### src/rtl/axi4_mem_tester_if.sv
// AXI4 master-side bundle for the memory tester: five channels, 64-bit data, 4-bit ids.
interface axi4_mem_tester_if;
    logic        awvalid;
    logic        awready;
    logic [3:0]  awid;
    logic [31:0] awaddr;
    logic [7:0]  awlen;
    logic [2:0]  awsize;
    logic [1:0]  awburst;

    logic        wvalid;
    logic        wready;
    logic [63:0] wdata;
    logic [7:0]  wstrb;
    logic        wlast;

    logic        bvalid;
    logic        bready;
    logic [3:0]  bid;
    logic [1:0]  bresp;

    logic        arvalid;
    logic        arready;
    logic [3:0]  arid;
    logic [31:0] araddr;
    logic [7:0]  arlen;
    logic [2:0]  arsize;
    logic [1:0]  arburst;

    logic        rvalid;
    logic        rready;
    logic [3:0]  rid;
    logic [63:0] rdata;
    logic [1:0]  rresp;
    logic        rlast;

    modport master (
        output awvalid, awid, awaddr, awlen, awsize, awburst,
        input  awready,
        output wvalid, wdata, wstrb, wlast,
        input  wready,
        output bready,
        input  bvalid, bid, bresp,
        output arvalid, arid, araddr, arlen, arsize, arburst,
        input  arready,
        output rready,
        input  rvalid, rid, rdata, rresp, rlast
    );

    modport slave (
        input  awvalid, awid, awaddr, awlen, awsize, awburst,
        output awready,
        input  wvalid, wdata, wstrb, wlast,
        output wready,
        input  bready,
        output bvalid, bid, bresp,
        input  arvalid, arid, araddr, arlen, arsize, arburst,
        output arready,
        input  rready,
        output rvalid, rid, rdata, rresp, rlast
    );
endinterface

### src/rtl/axi4_mem_tester.sv
// AXI4 memory tester: writes NUM_BURSTS INCR bursts of address-derived data, reads them back
// and counts failing beats/responses. Every output is driven straight from a flop.
module axi4_mem_tester #(
    parameter logic [31:0] BASE_ADDR  = 32'h0000_0000,
    parameter logic [15:0] NUM_BURSTS = 16'd1024,
    parameter logic [7:0]  BURST_LEN  = 8'd15
) (
    input  logic              clk,
    input  logic              rstn,
    input  logic              start,
    output logic              busy,
    output logic              done,
    output logic              pass,
    output logic [15:0]       err_cnt,
    output logic [31:0]       first_err_addr,
    axi4_mem_tester_if.master io_axi4
);

    typedef enum logic [2:0] {
        StIdle, StWrAddr, StWrData, StWrResp, StRdAddr, StRdData, StDone
    } state_e;

    localparam logic [31:0] BurstBytes = ({24'd0, BURST_LEN} + 32'd1) << 3;

    state_e      state_q, state_d;
    logic [15:0] burst_q, burst_d;
    logic [7:0]  beat_q, beat_d;
    logic [31:0] baddr_q, baddr_d;
    logic [15:0] err_cnt_q, err_cnt_d;
    logic [31:0] first_err_q, first_err_d;

    logic        awvalid_q, awvalid_d;
    logic        wvalid_q, wvalid_d;
    logic        wlast_q, wlast_d;
    logic        bready_q, bready_d;
    logic        arvalid_q, arvalid_d;
    logic        rready_q, rready_d;
    logic        busy_q, busy_d;
    logic        done_q, done_d;
    logic        pass_q, pass_d;
    logic [31:0] addr_q, addr_d;
    logic [63:0] wdata_q, wdata_d;
    logic        fixed_en_q;

    logic        err_evt, end_burst, last_beat, last_burst;
    logic [31:0] err_addr, beat_addr, nxt_addr;

    always_comb begin
        state_d     = state_q;
        burst_d     = burst_q;
        beat_d      = beat_q;
        baddr_d     = baddr_q;
        err_cnt_d   = err_cnt_q;
        first_err_d = first_err_q;
        err_evt     = 1'b0;
        err_addr    = baddr_q;
        end_burst   = 1'b0;
        beat_addr   = baddr_q + {21'd0, beat_q, 3'd0};
        last_beat   = (beat_q == BURST_LEN);
        last_burst  = (burst_q == NUM_BURSTS - 16'd1);

        case (state_q)
            StIdle, StDone: begin
                if (start) begin
                    state_d     = StWrAddr;
                    burst_d     = '0;
                    beat_d      = '0;
                    baddr_d     = BASE_ADDR;
                    err_cnt_d   = '0;
                    first_err_d = '0;
                end
            end
            StWrAddr: begin
                if (awvalid_q && io_axi4.awready) begin
                    state_d = StWrData;
                    beat_d  = '0;
                end
            end
            StWrData: begin
                if (wvalid_q && io_axi4.wready) begin
                    if (last_beat) state_d = StWrResp;
                    else           beat_d  = beat_q + 8'd1;
                end
            end
            StWrResp: begin
                if (bready_q && io_axi4.bvalid) begin
                    err_evt   = (io_axi4.bresp != 2'b00);
                    end_burst = 1'b1;
                end
            end
            StRdAddr: begin
                if (arvalid_q && io_axi4.arready) begin
                    state_d = StRdData;
                    beat_d  = '0;
                end
            end
            StRdData: begin
                if (rready_q && io_axi4.rvalid) begin
                    err_evt  = (io_axi4.rdata != {beat_addr, ~beat_addr}) ||
                               (io_axi4.rresp != 2'b00) || (io_axi4.rlast != last_beat);
                    err_addr = beat_addr;
                    // An early rlast truncates the burst; the truncation itself is the error.
                    if (io_axi4.rlast || last_beat) end_burst = 1'b1;
                    else                            beat_d    = beat_q + 8'd1;
                end
            end
            default: state_d = StIdle;
        endcase

        if (end_burst) begin
            beat_d = '0;
            if (last_burst) begin
                burst_d = '0;
                baddr_d = BASE_ADDR;
                state_d = (state_q == StWrResp) ? StRdAddr : StDone;
            end else begin
                burst_d = burst_q + 16'd1;
                baddr_d = baddr_q + BurstBytes;
                state_d = (state_q == StWrResp) ? StWrAddr : StRdAddr;
            end
        end

        if (err_evt) begin
            if (err_cnt_q == 16'd0)      first_err_d = err_addr;
            if (err_cnt_q != 16'hFFFF)   err_cnt_d   = err_cnt_q + 16'd1;
        end

        // Output flops are loaded from the next state so they line up with state_q.
        nxt_addr  = baddr_d + {21'd0, beat_d, 3'd0};
        awvalid_d = (state_d == StWrAddr);
        wvalid_d  = (state_d == StWrData);
        wlast_d   = (state_d == StWrData) && (beat_d == BURST_LEN);
        wdata_d   = (state_d == StWrData) ? {nxt_addr, ~nxt_addr} : 64'd0;
        bready_d  = (state_d == StWrResp);
        arvalid_d = (state_d == StRdAddr);
        rready_d  = (state_d == StRdData);
        addr_d    = (state_d == StWrAddr || state_d == StRdAddr) ? baddr_d : 32'd0;
        busy_d    = (state_d != StIdle) && (state_d != StDone);
        done_d    = (state_d == StDone);
        pass_d    = (state_d == StDone) && (err_cnt_d == 16'd0);
    end

    always_ff @(posedge clk or negedge rstn) begin
        if (!rstn) begin
            state_q     <= StIdle;
            burst_q     <= '0;
            beat_q      <= '0;
            baddr_q     <= '0;
            err_cnt_q   <= '0;
            first_err_q <= '0;
            awvalid_q   <= 1'b0;
            wvalid_q    <= 1'b0;
            wlast_q     <= 1'b0;
            bready_q    <= 1'b0;
            arvalid_q   <= 1'b0;
            rready_q    <= 1'b0;
            busy_q      <= 1'b0;
            done_q      <= 1'b0;
            pass_q      <= 1'b0;
            addr_q      <= '0;
            wdata_q     <= '0;
            fixed_en_q  <= 1'b0;
        end else begin
            state_q     <= state_d;
            burst_q     <= burst_d;
            beat_q      <= beat_d;
            baddr_q     <= baddr_d;
            err_cnt_q   <= err_cnt_d;
            first_err_q <= first_err_d;
            awvalid_q   <= awvalid_d;
            wvalid_q    <= wvalid_d;
            wlast_q     <= wlast_d;
            bready_q    <= bready_d;
            arvalid_q   <= arvalid_d;
            rready_q    <= rready_d;
            busy_q      <= busy_d;
            done_q      <= done_d;
            pass_q      <= pass_d;
            addr_q      <= addr_d;
            wdata_q     <= wdata_d;
            fixed_en_q  <= 1'b1;
        end
    end

    // Constant burst attributes are gated by a flop so they read as zero while in reset.
    assign io_axi4.awvalid = awvalid_q;
    assign io_axi4.awid    = 4'd0;
    assign io_axi4.awaddr  = addr_q;
    assign io_axi4.awlen   = fixed_en_q ? BURST_LEN : 8'd0;
    assign io_axi4.awsize  = fixed_en_q ? 3'd3 : 3'd0;
    assign io_axi4.awburst = {1'b0, fixed_en_q};
    assign io_axi4.wvalid  = wvalid_q;
    assign io_axi4.wdata   = wdata_q;
    assign io_axi4.wstrb   = {8{fixed_en_q}};
    assign io_axi4.wlast   = wlast_q;
    assign io_axi4.bready  = bready_q;
    assign io_axi4.arvalid = arvalid_q;
    assign io_axi4.arid    = 4'd0;
    assign io_axi4.araddr  = addr_q;
    assign io_axi4.arlen   = fixed_en_q ? BURST_LEN : 8'd0;
    assign io_axi4.arsize  = fixed_en_q ? 3'd3 : 3'd0;
    assign io_axi4.arburst = {1'b0, fixed_en_q};
    assign io_axi4.rready  = rready_q;

    assign busy           = busy_q;
    assign done           = done_q;
    assign pass           = pass_q;
    assign err_cnt        = err_cnt_q;
    assign first_err_addr = first_err_q;

    logic unused_ids;
    assign unused_ids = ^{io_axi4.bid, io_axi4.rid};

endmodule

### src/flat_wrapper.sv
// flat-port wrapper written by rule: the top's interface ports become plain ports
module axi4_mem_tester_flat 
#(
    parameter logic [31:0] BASE_ADDR  = 32'h0000_0000,
    parameter logic [15:0] NUM_BURSTS = 16'd1024,
    parameter logic [7:0]  BURST_LEN  = 8'd15
)
  (clk, rstn, start, busy, done, pass, err_cnt, first_err_addr, io_axi4_awvalid, io_axi4_awid, io_axi4_awaddr, io_axi4_awlen, io_axi4_awsize, io_axi4_awburst, io_axi4_awready, io_axi4_wvalid, io_axi4_wdata, io_axi4_wstrb, io_axi4_wlast, io_axi4_wready, io_axi4_bready, io_axi4_bvalid, io_axi4_bid, io_axi4_bresp, io_axi4_arvalid, io_axi4_arid, io_axi4_araddr, io_axi4_arlen, io_axi4_arsize, io_axi4_arburst, io_axi4_arready, io_axi4_rready, io_axi4_rvalid, io_axi4_rid, io_axi4_rdata, io_axi4_rresp, io_axi4_rlast);
  axi4_mem_tester_if io_axi4_i ();
  input  logic clk;
  input  logic rstn;
  input  logic start;
  output logic busy;
  output logic done;
  output logic pass;
  output logic [15:0] err_cnt;
  output logic [31:0] first_err_addr;
  output wire logic [$bits(io_axi4_i.awvalid)-1:0] io_axi4_awvalid;
  output wire logic [$bits(io_axi4_i.awid)-1:0] io_axi4_awid;
  output wire logic [$bits(io_axi4_i.awaddr)-1:0] io_axi4_awaddr;
  output wire logic [$bits(io_axi4_i.awlen)-1:0] io_axi4_awlen;
  output wire logic [$bits(io_axi4_i.awsize)-1:0] io_axi4_awsize;
  output wire logic [$bits(io_axi4_i.awburst)-1:0] io_axi4_awburst;
  input wire logic [$bits(io_axi4_i.awready)-1:0] io_axi4_awready;
  output wire logic [$bits(io_axi4_i.wvalid)-1:0] io_axi4_wvalid;
  output wire logic [$bits(io_axi4_i.wdata)-1:0] io_axi4_wdata;
  output wire logic [$bits(io_axi4_i.wstrb)-1:0] io_axi4_wstrb;
  output wire logic [$bits(io_axi4_i.wlast)-1:0] io_axi4_wlast;
  input wire logic [$bits(io_axi4_i.wready)-1:0] io_axi4_wready;
  output wire logic [$bits(io_axi4_i.bready)-1:0] io_axi4_bready;
  input wire logic [$bits(io_axi4_i.bvalid)-1:0] io_axi4_bvalid;
  input wire logic [$bits(io_axi4_i.bid)-1:0] io_axi4_bid;
  input wire logic [$bits(io_axi4_i.bresp)-1:0] io_axi4_bresp;
  output wire logic [$bits(io_axi4_i.arvalid)-1:0] io_axi4_arvalid;
  output wire logic [$bits(io_axi4_i.arid)-1:0] io_axi4_arid;
  output wire logic [$bits(io_axi4_i.araddr)-1:0] io_axi4_araddr;
  output wire logic [$bits(io_axi4_i.arlen)-1:0] io_axi4_arlen;
  output wire logic [$bits(io_axi4_i.arsize)-1:0] io_axi4_arsize;
  output wire logic [$bits(io_axi4_i.arburst)-1:0] io_axi4_arburst;
  input wire logic [$bits(io_axi4_i.arready)-1:0] io_axi4_arready;
  output wire logic [$bits(io_axi4_i.rready)-1:0] io_axi4_rready;
  input wire logic [$bits(io_axi4_i.rvalid)-1:0] io_axi4_rvalid;
  input wire logic [$bits(io_axi4_i.rid)-1:0] io_axi4_rid;
  input wire logic [$bits(io_axi4_i.rdata)-1:0] io_axi4_rdata;
  input wire logic [$bits(io_axi4_i.rresp)-1:0] io_axi4_rresp;
  input wire logic [$bits(io_axi4_i.rlast)-1:0] io_axi4_rlast;
  assign io_axi4_awvalid = io_axi4_i.awvalid;
  assign io_axi4_awid = io_axi4_i.awid;
  assign io_axi4_awaddr = io_axi4_i.awaddr;
  assign io_axi4_awlen = io_axi4_i.awlen;
  assign io_axi4_awsize = io_axi4_i.awsize;
  assign io_axi4_awburst = io_axi4_i.awburst;
  assign io_axi4_i.awready = io_axi4_awready;
  assign io_axi4_wvalid = io_axi4_i.wvalid;
  assign io_axi4_wdata = io_axi4_i.wdata;
  assign io_axi4_wstrb = io_axi4_i.wstrb;
  assign io_axi4_wlast = io_axi4_i.wlast;
  assign io_axi4_i.wready = io_axi4_wready;
  assign io_axi4_bready = io_axi4_i.bready;
  assign io_axi4_i.bvalid = io_axi4_bvalid;
  assign io_axi4_i.bid = io_axi4_bid;
  assign io_axi4_i.bresp = io_axi4_bresp;
  assign io_axi4_arvalid = io_axi4_i.arvalid;
  assign io_axi4_arid = io_axi4_i.arid;
  assign io_axi4_araddr = io_axi4_i.araddr;
  assign io_axi4_arlen = io_axi4_i.arlen;
  assign io_axi4_arsize = io_axi4_i.arsize;
  assign io_axi4_arburst = io_axi4_i.arburst;
  assign io_axi4_i.arready = io_axi4_arready;
  assign io_axi4_rready = io_axi4_i.rready;
  assign io_axi4_i.rvalid = io_axi4_rvalid;
  assign io_axi4_i.rid = io_axi4_rid;
  assign io_axi4_i.rdata = io_axi4_rdata;
  assign io_axi4_i.rresp = io_axi4_rresp;
  assign io_axi4_i.rlast = io_axi4_rlast;
  axi4_mem_tester #(.BASE_ADDR(BASE_ADDR), .NUM_BURSTS(NUM_BURSTS), .BURST_LEN(BURST_LEN)) u_core (.clk(clk), .rstn(rstn), .start(start), .busy(busy), .done(done), .pass(pass), .err_cnt(err_cnt), .first_err_addr(first_err_addr), .io_axi4(io_axi4_i));
endmodule
### config.mk
export PLATFORM = sky130hd
export DESIGN_NAME = axi4_mem_tester_flat
export DESIGN_NICKNAME = d
export VERILOG_FILES = /design/src/rtl/axi4_mem_tester_if.sv /design/src/rtl/axi4_mem_tester.sv /design/src/flat_wrapper.sv
export SDC_FILE = /design/constraint.sdc
export NUM_CORES = 1
export LEC_CHECK = 0
export ABC_AREA = 1
export ABC_CLOCK_PERIOD_IN_PS = 5800
export CORE_MARGIN = 3
export CORE_UTILIZATION = 36
export CTS_BUF_LIST = sky130_fd_sc_hd__clkbuf_16
export DETAILED_ROUTE_END_ITERATION = 10
export PLACE_DENSITY = 0.58
export SYNTH_ARGS = -nofsm -noshare
export SYNTH_HDL_FRONTEND = slang
export SYNTH_SLANG_ARGS = --single-unit
### constraint.sdc
create_clock -name clk -period 5.8 [get_ports clk]
set_clock_uncertainty 0.1 [all_clocks]
set_input_delay 0.58 -clock clk [delete_from_list [all_inputs] [get_ports clk]]
set_output_delay 0.58 -clock clk [all_outputs]
set_load 0.005 [all_outputs]
==> flow_summary.yaml <==
global_routing:
  busiest_layer: "met1"
  antenna_found_initial: 0
  grt_use_total_pct: 21.2
  met1_usage_pct: 32.2
  grt_pass1_vias: 11700
  use_met2_pct: 32.1
  grt_overflow: 0
  grt_start_max_net_pins: 119
  grt_pass1_wl_microns: 65400
  gr-usage-met3_pct: 3.61
synth:
  synth_cells: 1819
  synthXorXnorAreaFrac_pct: 3.89
  synth_top_family_by_area: "simple AND/OR/NAND/NOR gates"
  ys_seq_elements: 213
  yosysTopAreaCell: "dfrtp_1"
  async_flop_share_pct: 100
  yosysSeqAreaShare_pct: 40.8
  synth_cell_types: 54
  mappedNetlistArea_sq_mm: 0.0131
  synth-simple-area-share_pct: 31.9
  yosys_warnings: 0
  yosys-top-cells-area: "dfrtp_1 41%, nand2_1 13%, inv_1 7.6%, nor2_1 6.6%, nand3_1 6.1%"
  synthMuxAreaShare_pct: 0
  synth-adder-area-share_pct: 2.42
  synth_top_area_share_pct: 40.8
  synth_compound_area_share_pct: 7.33
  synth_edf_count: 0
  avgSynthCellArea_sq_um: 7.17
  ys.flop_type: "dfrtp_1"
finish:
  layout.cells.most_common: "nand2_1"
  design_area_sq_mm: 0.0167
  fillers: 3616
  nNetsFinal: 2155
  drive_above_1_share_pct: 4.51
  multiInputGateArea_sq_mm: 0.00603
  diodes: 0
  seq_area_sq_mm: 0.00533
  most-common-layout-cells: "465 x nand2_1, 282 x clkdlybuf4s50_1, 268 x inv_1"
  area_delta_synth_final_pct: 27.9
route:
  drt_first_iter_violations: 814
  drt-vias-per-instance: 4.81
  wl_microns: 41900
  drt-wirelength-per-cell_microns: 16.6
  postRouteAntennaNets: 0
  drc: 0
  num_vias: 12100
  drt-pass1-iter-count: 5
status:
  outcome: "finished, violations left"
  violations: "negative hold slack"
sta:
  hold_viol: 5
  slew_headroom_pct: 33.4
  setup_slack_ns: 0.533
  finalCriticalPeriod_ns: 5.27
  maxSlewViolCount: 0
  rsz0062_at_grt: "no"
  worst_pin_slew_ns: 0.998
  final.period_utilization_pct: 90.8
  fin_hold_ws_ns: -0.0217
  max_clock_freq_mhz: 190
  setup_viol: 0
  setup_tns_ns: 0
placed_design:
  place_congestion: 0.953
  hpwl_microns: 32600
  io_buffers: 283
  place_ws_ns: 0.571
  dpl_cell_area_sq_mm: 0.0159
setup_path:
  critical_path_class: "register to register"
  worstSetupEndpointType: "register"
  critPathLaunchType: "register"
  crit_top_cell: "nand2_1"
  cp.required_ns: 6.07
  path_max_fanout: 17
  cpMaxStageDelayCell: "dfrtp_1"
  slowest_delay_ns: 0.46
  crit_arrival_ns: 5.54
die:
  rows: 69
  fp.dieH_microns: 196
  fp.dieArea_sq_mm: 0.0386
  dieWidth_microns: 196
  start_util_pct: 36.6
  core-area_sq_mm: 0.0357
  io_pins: 312
cts:
  cts.clk_slew.worst_paths_ns: 0.06
  clkSinkCount: 213
  cts_setup_buffers: 0
  clockRootBuffer: "clkbuf_16"
  clk_latency_ns: 0.53
  ctsLongestPathBuffers: 3
  cts_made_buffers: 25
  htreeDepth: 1
  cts_tree: "built"
  cts_resized: 0
  holdBufCountCts: 0
min_path:
  hold_class: "input port to asynchronous set/reset pin"
power_and_ir_drop:
  p_per_area_mw_per_mm2: 299
  leakage_nw: 8.08
  finalPower_w: 0.00500
  peakVddDrop_uv: 199
job:
  max_cap_violations: 0
[routing by layer]
layer / part of all wire (%) / vias up
met2: 42 / 358
met1: 49 / 5649
met4: 1.7 / 0
met5: 0 / -
li1: - / 6081
met3: 6.6 / 46
[sequential cells by signal (all words and copies together) (netlist names)]
| signal | flops |
|---|---|
| u_core.baddr_q | 32 |
| u_core.beat_q | 8 |
| u_core.burst_q | 16 |
| u_core.busy | 1 |
| u_core.done | 1 |
| u_core.err_cnt | 16 |
| u_core.first_err_addr | 32 |
| u_core.fixed_en_q | 1 |
| u_core.io_axi4.araddr | 32 |
| u_core.io_axi4.arvalid | 1 |
| u_core.io_axi4.awvalid | 1 |
| u_core.io_axi4.bready | 1 |
| u_core.io_axi4.rready | 1 |
| u_core.io_axi4.wdata | 64 |
| u_core.io_axi4.wlast | 1 |
| u_core.io_axi4.wvalid | 1 |
| u_core.pass | 1 |
| u_core.state_q | 3 |
[worst max-delay path, delay by kind of cell, from the launching register on]
kind                     cells  cell delay, ns
flip-flops                   1            0.46
adder cells (fa/ha/maj)      3            0.71
AO/OA/AOI/OAI                4            0.78
XOR/XNOR                     1            0.17
AND/OR/NAND/NOR             19            2.38
buffers and inverters        3            0.52
[final cells by class]
class / count / share of cell area, %
multi-input combinational: 1235 / 36.1
sequential: 213 / 31.9
timing repair buffer: 295 / 17.5
inverter: 276 / 6.23
clock buffer: 25 / 3.75
tap: 461 / 3.45
clock inverter: 19 / 1.02
[where the power goes]
part / internal, W / total [W] / switching (W) / leakage (nW)
Sequential: 0.00166 / 0.00181 / 0.000148 / 2.93
Combinational: 0.000629 / 0.00165 / 0.00102 / 4.76
Clock: 0.000913 / 0.00154 / 0.000624 / 0.396
Total: 0.00320 / 0.00500 / 0.00180 / 8.08
[Yosys cell counts (21+ instances only)]
master	instances
inv_1	265
clkbuf_1	27
buf_4	74
nand3b_1	22
a21oi_1	29
ha_1	22
nor3_1	27
nor2_1	228
nand3_1	160
nand4_1	21
nand2_1	465
dfrtp_1	213
o21ai_0	92
xor2_1	56
[per-stage QoR]
step	hold WS (ns)	utilization (%)	std cells
6_report	-0.0217	46.8	2524
5_1_grt	0.0579	46.8	2524
4_1_cts	0.0334	46.8	2524
3_5_place_dp	0.361	44.6	2480
3_3_place_gp	0.354	44.6	2480
2_1_floorplan	0.184	-	1838
[logic make-up (layout without fill, tap and decap cells)]
group	Yosys count	count (layout)
adders and majority gates	24	24
AOI/OAI and AO/OA	165	165
and+or+nand+nor	967	967
buffers and inverters	390	615
xor gates and xnor gates	58	58
DFF	213	213
other	2	21
[final timing paths]
kind,from,to,slack [ns],cells past startpoint
setup / recovery,u_core.beat_q[1],u_core.io_axi4.wdata[29],0.53,30
hold / removal,rstn,u_core.first_err_addr[20],-0.02,1
setup reg to reg,u_core.beat_q[1],u_core.io_axi4.wdata[29],0.53,30
hold reg to reg,u_core.burst_q[15],u_core.burst_q[15],0.37,1
max in group asynchronous,rstn,u_core.baddr_q[31],4.34,2
min in group clk,u_core.burst_q[15],u_core.burst_q[15],0.37,1
(Power assumes the default switching activity.)
